--- src/rtl/booth_pkg.sv ---
// Shared types for the radix-4 Booth sequential multiplier: controller
// state encoding, Booth digit encoding, default operand width and the
// window-to-digit decoder.
package booth_pkg;

  localparam int DEFAULT_WIDTH = 64;

  typedef enum logic [1:0] {
    IDLE,
    RUN,
    DONE
  } state_e;

  typedef enum logic [2:0] {
    ZERO,
    POS1,
    POS2,
    NEG1,
    NEG2
  } booth_digit_e;

  // Map a 3-bit window {m[2i+1], m[2i], m[2i-1]} to its radix-4 digit.
  function automatic booth_digit_e booth_decode(input logic [2:0] window);
    case (window)
      3'b001, 3'b010: return POS1;
      3'b011:         return POS2;
      3'b100:         return NEG2;
      3'b101, 3'b110: return NEG1;
      default:        return ZERO;
    endcase
  endfunction

endpackage

--- src/rtl/booth_seq_ctrl_if.sv ---
// Issue/result handshake of the Booth sequential multiplier.
// master = issuing unit / result consumer, slave = booth_seq_ctrl.
interface booth_seq_ctrl_if #(
  parameter int WIDTH = booth_pkg::DEFAULT_WIDTH
);
  logic                 op_start;
  logic [WIDTH-1:0]     op_multiplicand;
  logic [WIDTH-1:0]     op_multiplier;
  logic                 op_busy;
  logic                 op_done;
  logic [2*WIDTH-1:0]   op_result;

  modport master (
    output op_start, op_multiplicand, op_multiplier,
    input  op_busy, op_done, op_result
  );

  modport slave (
    input  op_start, op_multiplicand, op_multiplier,
    output op_busy, op_done, op_result
  );
endinterface

--- src/rtl/booth_step.sv ---
// One combinational radix-4 Booth step: decodes a 3-bit multiplier window
// and adds 0, +-1 or +-2 times the sign-extended multiplicand, shifted by
// 2*idx, into the 2*WIDTH accumulator (modulo 2^(2*WIDTH)).
module booth_step
  import booth_pkg::*;
#(
  parameter int WIDTH = DEFAULT_WIDTH,
  parameter int IDX_W = 5
) (
  input  logic [2*WIDTH-1:0] acc,
  input  logic [2:0]         window,
  input  logic [2*WIDTH-1:0] mcand_ext,
  input  logic [IDX_W-1:0]   idx,
  output logic [2*WIDTH-1:0] acc_next
);

  booth_digit_e       digit;
  logic [2*WIDTH-1:0] base;
  logic [2*WIDTH-1:0] term;

  // Select the partial product for this window and accumulate it.
  always_comb begin
    // NOTE: every variable gets a default first so no path leaves it unassigned (no latch).
    term  = '0;
    digit = booth_decode(window);
    base  = mcand_ext << {idx, 1'b0};
    unique case (digit)
      ZERO:    term = '0;
      POS1:    term = base;
      POS2:    term = base << 1;
      NEG1:    term = -base;
      NEG2:    term = -(base << 1);
      default: term = '0;
    endcase
    acc_next = acc + term;
  end

endmodule

--- src/rtl/booth_seq_ctrl.sv ---
// Sequential radix-4 Booth multiplier controller. Accepts a signed
// WIDTH x WIDTH pair on op_start, retires one Booth window per clock and
// reports the 2*WIDTH product with a one-cycle op_done pulse.
// Optional macro BOOTH_ZERO_SKIP_EN: finish early once all remaining
// multiplier windows decode to zero.
module booth_seq_ctrl
  import booth_pkg::*;
#(
  parameter int WIDTH = DEFAULT_WIDTH
) (
  input  logic             clk,
  input  logic             reset_n,
  booth_seq_ctrl_if.slave  bus
);

  localparam int N     = WIDTH / 2;
  localparam int IDX_W = (N > 1) ? $clog2(N) : 1;

  state_e             state_q, state_d;
  logic [2*WIDTH-1:0] mcand_q;
  logic [WIDTH-1:0]   mplier_q;
  logic [2*WIDTH-1:0] acc_q;
  logic [2*WIDTH-1:0] acc_next;
  logic [2*WIDTH-1:0] result_q;
  logic [IDX_W-1:0]   idx_q;
  logic [WIDTH:0]     m_ext;
  logic [2:0]         window;
  logic               accept;
  logic               last_window;

  // A new pair is taken whenever the block is not mid-operation.
  assign accept = (state_q != RUN) && bus.op_start;

  // m[-1] = 0 is appended below bit 0 so window i starts at bit 2i.
  assign m_ext  = {mplier_q, 1'b0};
  assign window = m_ext[{idx_q, 1'b0} +: 3];

`ifdef BOOTH_ZERO_SKIP_EN
  logic [WIDTH-1:0] rest;
  logic             rest_uniform;

  // Bits m[WIDTH-1 : 2i+1] all equal means every later window is 000 or 111.
  always_comb begin
    rest         = WIDTH'($signed(mplier_q) >>> {idx_q, 1'b1});
    rest_uniform = (rest == '0) || (rest == '1);
    last_window  = (idx_q == IDX_W'(N - 1)) || rest_uniform;
  end
`else
  assign last_window = (idx_q == IDX_W'(N - 1));
`endif

  booth_step #(
    .WIDTH (WIDTH),
    .IDX_W (IDX_W)
  ) u_step (
    .acc       (acc_q),
    .window    (window),
    .mcand_ext (mcand_q),
    .idx       (idx_q),
    .acc_next  (acc_next)
  );

  // State register; reset aborts any operation in flight.
  always_ff @(posedge clk or negedge reset_n) begin
    // NOTE: sequential state uses non-blocking assignments so all flops update together.
    if (!reset_n) state_q <= IDLE;
    else          state_q <= state_d;
  end

  // Next-state logic: IDLE -> RUN -> DONE -> (RUN on back-to-back start | IDLE).
  always_comb begin
    state_d = state_q;
    unique case (state_q)
      IDLE:    if (bus.op_start) state_d = RUN;
      RUN:     if (last_window)  state_d = DONE;
      DONE:    state_d = bus.op_start ? RUN : IDLE;
      default: state_d = IDLE;
    endcase
  end

  // Handshake outputs decoded from state.
  always_comb begin
    bus.op_busy = (state_q == RUN);
    bus.op_done = (state_q == DONE);
  end

  assign bus.op_result = result_q;

  // Operand capture, per-window accumulation and result latch.
  always_ff @(posedge clk or negedge reset_n) begin
    if (!reset_n) begin
      mcand_q  <= '0;
      mplier_q <= '0;
      acc_q    <= '0;
      idx_q    <= '0;
      result_q <= '0;
    end else if (accept) begin
      mcand_q  <= {{WIDTH{bus.op_multiplicand[WIDTH-1]}}, bus.op_multiplicand};
      mplier_q <= bus.op_multiplier;
      acc_q    <= '0;
      idx_q    <= '0;
    end else if (state_q == RUN) begin
      acc_q <= acc_next;
      idx_q <= idx_q + 1'b1;
      if (last_window) result_q <= acc_next;
    end
  end

endmodule

--- src/flat_wrapper.sv ---
// flat-port wrapper written by rule: the top's interface ports become plain ports
module booth_seq_ctrl_flat import booth_pkg::*;
#(
  parameter int WIDTH = DEFAULT_WIDTH
)
  (clk, reset_n, bus_op_start, bus_op_multiplicand, bus_op_multiplier, bus_op_busy, bus_op_done, bus_op_result);
  booth_seq_ctrl_if #(.WIDTH(WIDTH)) bus_i ();
  input  logic clk;
  input  logic reset_n;
  input wire logic [$bits(bus_i.op_start)-1:0] bus_op_start;
  input wire logic [$bits(bus_i.op_multiplicand)-1:0] bus_op_multiplicand;
  input wire logic [$bits(bus_i.op_multiplier)-1:0] bus_op_multiplier;
  output wire logic [$bits(bus_i.op_busy)-1:0] bus_op_busy;
  output wire logic [$bits(bus_i.op_done)-1:0] bus_op_done;
  output wire logic [$bits(bus_i.op_result)-1:0] bus_op_result;
  assign bus_i.op_start = bus_op_start;
  assign bus_i.op_multiplicand = bus_op_multiplicand;
  assign bus_i.op_multiplier = bus_op_multiplier;
  assign bus_op_busy = bus_i.op_busy;
  assign bus_op_done = bus_i.op_done;
  assign bus_op_result = bus_i.op_result;
  booth_seq_ctrl #(.WIDTH(WIDTH)) u_core (.clk(clk), .reset_n(reset_n), .bus(bus_i));
endmodule
--- config.mk ---
export PLATFORM = sky130hd
export DESIGN_NAME = booth_seq_ctrl_flat
export DESIGN_NICKNAME = d
export VERILOG_FILES = /design/src/rtl/booth_pkg.sv /design/src/rtl/booth_seq_ctrl_if.sv /design/src/rtl/booth_step.sv /design/src/rtl/booth_seq_ctrl.sv /design/src/flat_wrapper.sv
export SDC_FILE = /design/constraint.sdc
export NUM_CORES = 2
export LEC_CHECK = 0
export BUFFER_PORTS_ARGS = -buffer_cell sky130_fd_sc_hd__buf_2
export CORE_MARGIN = 8
export CORE_UTILIZATION = 46
export CTS_BUF_LIST = sky130_fd_sc_hd__clkbuf_2
export DETAILED_ROUTE_END_ITERATION = 7
export GPL_TIMING_DRIVEN = 0
export PLACE_DENSITY = 0.66
export SYNTH_ARGS = -nofsm -noshare
export SYNTH_HDL_FRONTEND = slang
export SYNTH_SLANG_ARGS = --single-unit
--- constraint.sdc ---
create_clock -name clk -period 8.4 [get_ports clk]
set_input_delay 1.26 -clock clk [delete_from_list [all_inputs] [get_ports clk]]
set_output_delay 1.26 -clock clk [all_outputs]
set_load 0.05 [all_outputs]
==> flow_summary_export.csv <==
group,metric,value,unit
grt,antenna_found_initial,7,
worst_setup_path,ff2ff_path_depth,30,
detailed_routing,antenna_left,0,
worst_setup_path,start_kind,"flop",
synth,synth_fp_nets,4768,
sta,setup_viol,2,
worst_setup_path,cp_slowest_cell,"a222oi_1",
grt,grt_overflow,0,
grt,grt_util_met3,11.4,%
sta,min_period,8440,ps
floorplanning,start_util,46.4,%
cells_and_area,seqCellArea,9780,um^2
worst_setup_path,crit_arrival,9590,ps
sta,post-route-period-util,100,%
grt,top_usage_layer,"met2",
floorplanning,die_h,301,um
worst_hold_path,min_path_type,"in2reg",
grt,grt_max_degree,120,
floorplanning,io-pin-count,261,
worst_hold_path,worstHoldStart,"bus_op_multiplicand[45]",
synth,synthesis.area,37300,um^2
synth,async_reset_ff_share,100,%
worst_setup_path,endpoint,"u_core.acc_q[127]",
cells_and_area,nets,5199,
floorplanning,die_x,301,um
grt,grt_pass1_vias,39342,
cells_and_area,drive_gt1_share,26.2,%
sta,worst_pin_slew,1530,ps
worst_setup_path,reg2reg_slack,-40,ps
floorplanning,die_area,90500,um^2
clock_network,path_clk_slew,100,ps
worst_setup_path,path_class,"reg2reg",
synth,ys_ff_latch,391,
cells_and_area,final_common_cell,"nand2_1",
sta,timing.fmax,118,MHz
synth,synth-main-ff-cell,"dfrtp_1",
placed_design,place_congestion,1.08,
detailed_routing,post-route-drc-count,0,
sta,slew_headroom,-2.02,%
synth,synth_area_leaders,"dfrtp_1 (26%), o21ai_0 (6.3%), mux4_2 (6.2%), mux2_2 (6.0%), nand2_1 (4.9%)",
synth,synth_area_leader_cell,"dfrtp_1",
clock_network,cts_buffers,101,
cells_and_area,syn2layout_area_growth,18.7,%
grt,grt_pass1_wl,275,mm
detailed_routing,vias_per_cell,6.77,
sta,skew,75.8,ps
sta,drv_slew,11,
synth,postSynthAreaPerCell,8.28,um^2
grt,grt_usage,40.7,%
synth,yosysWarnings,0,
worst_setup_path,cp-startpoint,"u_core.idx_q[1]",
synth,seq_area_frac_synth,26.2,%
worst_setup_path,max_stage_delay,670,ps
detailed_routing,vias,41215,
flow_run,cap_violations,1,
synth,synthCells,4506,
cells_and_area,multi_input_area,27600,um^2
clock_network,cts-root-buf,"clkbuf_2",
clock_network,cts.sink_count,391,
worst_setup_path,r2r-end,"u_core.acc_q[127]",
cells_and_area,stdcell_count,6085,
detailed_routing,drtIter0Drc,5588,
synth,synth_edf_count,0,
floorplanning,core_area,80400,um^2
floorplanning,row_count,104,
placed_design,dp_hpwl,149,mm
clock_network,cts_tree,"built",
sta,timing.final.ws_setup,-41.8,ps
synth,yosys.area.top_type_share,26.2,%
clock_network,clk_path_buf_depth,3,
clock_network,insertion_delay,1250,ps
cells_and_area,final_cell_mix,"nand2_1 (479), o21ai_0 (441), dfrtp_1 (391)",
cells_and_area,fin_util,55.1,%
worst_setup_path,crit_required,9550,ps
worst_setup_path,reg2reg_from,"u_core.idx_q[1]",
sta,finalHoldViolations,0,
placed_design,port_buffers,260,
sta,whs,235,ps
worst_setup_path,crit_fanout,9,
synth,synth.distinct_cells,102,
clock_network,cts-htree-levels,3,
outcome,outcome,"complete, but fails checks",
cells_and_area,nFillCells,7731,
detailed_routing,routedWlPerCell,31.6,um
grt,use_met2,59.8,%
detailed_routing,routed_wl,192,mm
placed_design,place_inst,5834,
detailed_routing,first_pass_iters,6,
grt,grt.met1_usage,52.3,%
worst_setup_path,end_kind,"flop",
outcome,violations,"capacitance limit, slew limit, setup timing",
worst_setup_path,crit_top_cell,"or3_4",
==> worst min path at each step <==
| stage | depth (start not counted) | end | slack, ps |
|---|---|---|---|
| 6_report | 2 | u_core.mcand_q[45] | 240 |
| 5_1_grt | 2 | u_core.mplier_q[54] | 180 |
| 4_1_cts | 2 | u_core.mcand_q[56] | 130 |
| 3_5_place_dp | 2 | u_core.bus.op_result[0] | 460 |
| 3_3_place_gp | 2 | u_core.bus.op_result[1] | 460 |
| 2_1_floorplan | 1 | u_core.state_q[0] | 470 |
==> state kept, by name, indices dropped and copies added, names as in the netlist <==
register              flops
u_core.bus.op_result    128
u_core.idx_q              5
u_core.acc_q            128
u_core.state_q            2
u_core.mplier_q          64
u_core.mcand_q           64
==> stage by stage <==
step	worst slack (ps)	setup TNS, ps	cell area (um^2)
floorplan	459	0	37300
global placement	-5580	-1548870	39900
detailed placement	-5570	-839580	40100
CTS	-4.42	-4.42	43000
global route	-29.1	-142	44300
finish	-41.8	-68.1	44300
==> final cells by class <==
class / count / area share, %
repair buffers: 384 / 5.36
clock inverters: 52 / 0.729
multi-input cells: 3696 / 62.3
plain buffers: 303 / 4.47
flip-flops and latches: 391 / 22.1
clock buffers: 134 / 1.51
inverters: 60 / 0.534
well taps: 1060 / 2.99
diodes: 5 / 0.0282
==> metal layers <==
layer  routed length [um]  share of wire [%]
met4                15700                8.2
met3                21600                 11
met2                80200                 42
met5                  128              0.067
met1                74700                 39
==> timing repair <==
item | 4_1_cts | 5_1_grt
pin swaps | 41 | 59
hold buffers | 1 | 0
resized for setup | 453 | 234
setup endpoints to repair | 254 | 108
buffers inserted | 58 | 56
endpoints found under the hold margin | 19 | 0
cloned | 0 | 1
==> synthesized netlist by cell type, drive strengths merged (19+ instances only) <==
| master | count |
|---|---|
| a211oi | 40 |
| a21boi | 21 |
| a21o | 94 |
| a21oi | 293 |
| a221oi | 21 |
| a22oi | 78 |
| a31oi | 31 |
| and2 | 41 |
| and3 | 34 |
| buf | 87 |
| clkbuf | 272 |
| dfrtp | 391 |
| ha | 130 |
| inv | 58 |
| mux2 | 201 |
| mux2i | 94 |
| mux4 | 103 |
| nand2 | 491 |
| nand2b | 32 |
| nand3 | 199 |
| nand4 | 72 |
| nor2 | 300 |
| nor2b | 24 |
| nor3 | 87 |
| nor4 | 19 |
| o211ai | 23 |
| o21a | 24 |
| o21ai | 479 |
| o21bai | 47 |
| o221ai | 65 |
| o22ai | 45 |
| o31ai | 25 |
| or2 | 32 |
| or3 | 29 |
| xnor2 | 190 |
| xor2 | 136 |
==> logic make-up after synthesis <==
kind of cell | Yosys count | share of synthesized area [%]
XOR/XNOR | 326 | 7.67
flip-flops | 391 | 26.2
buffers and inverters | 419 | 4.75
AND/OR/NAND/NOR | 1426 | 18.2
multiplexers | 398 | 14.8
AO/OA/AOI/OAI | 1415 | 23.9
adder cells (fa/ha/maj) | 131 | 4.41
==> worst max-delay path: cells and delay by family, from the launching register on <==
kind            cells  cell delay (ps)
compound gates     11             2580
flops               1              410
mux                 2             1010
simple gates       10             3160
buf+inv             4              620
xor+xnor            2              260
fa+ha+maj           1              260
Power is not shown: default switching activity piles up to over one toggle a cycle in this logic, so the estimate is an artifact.
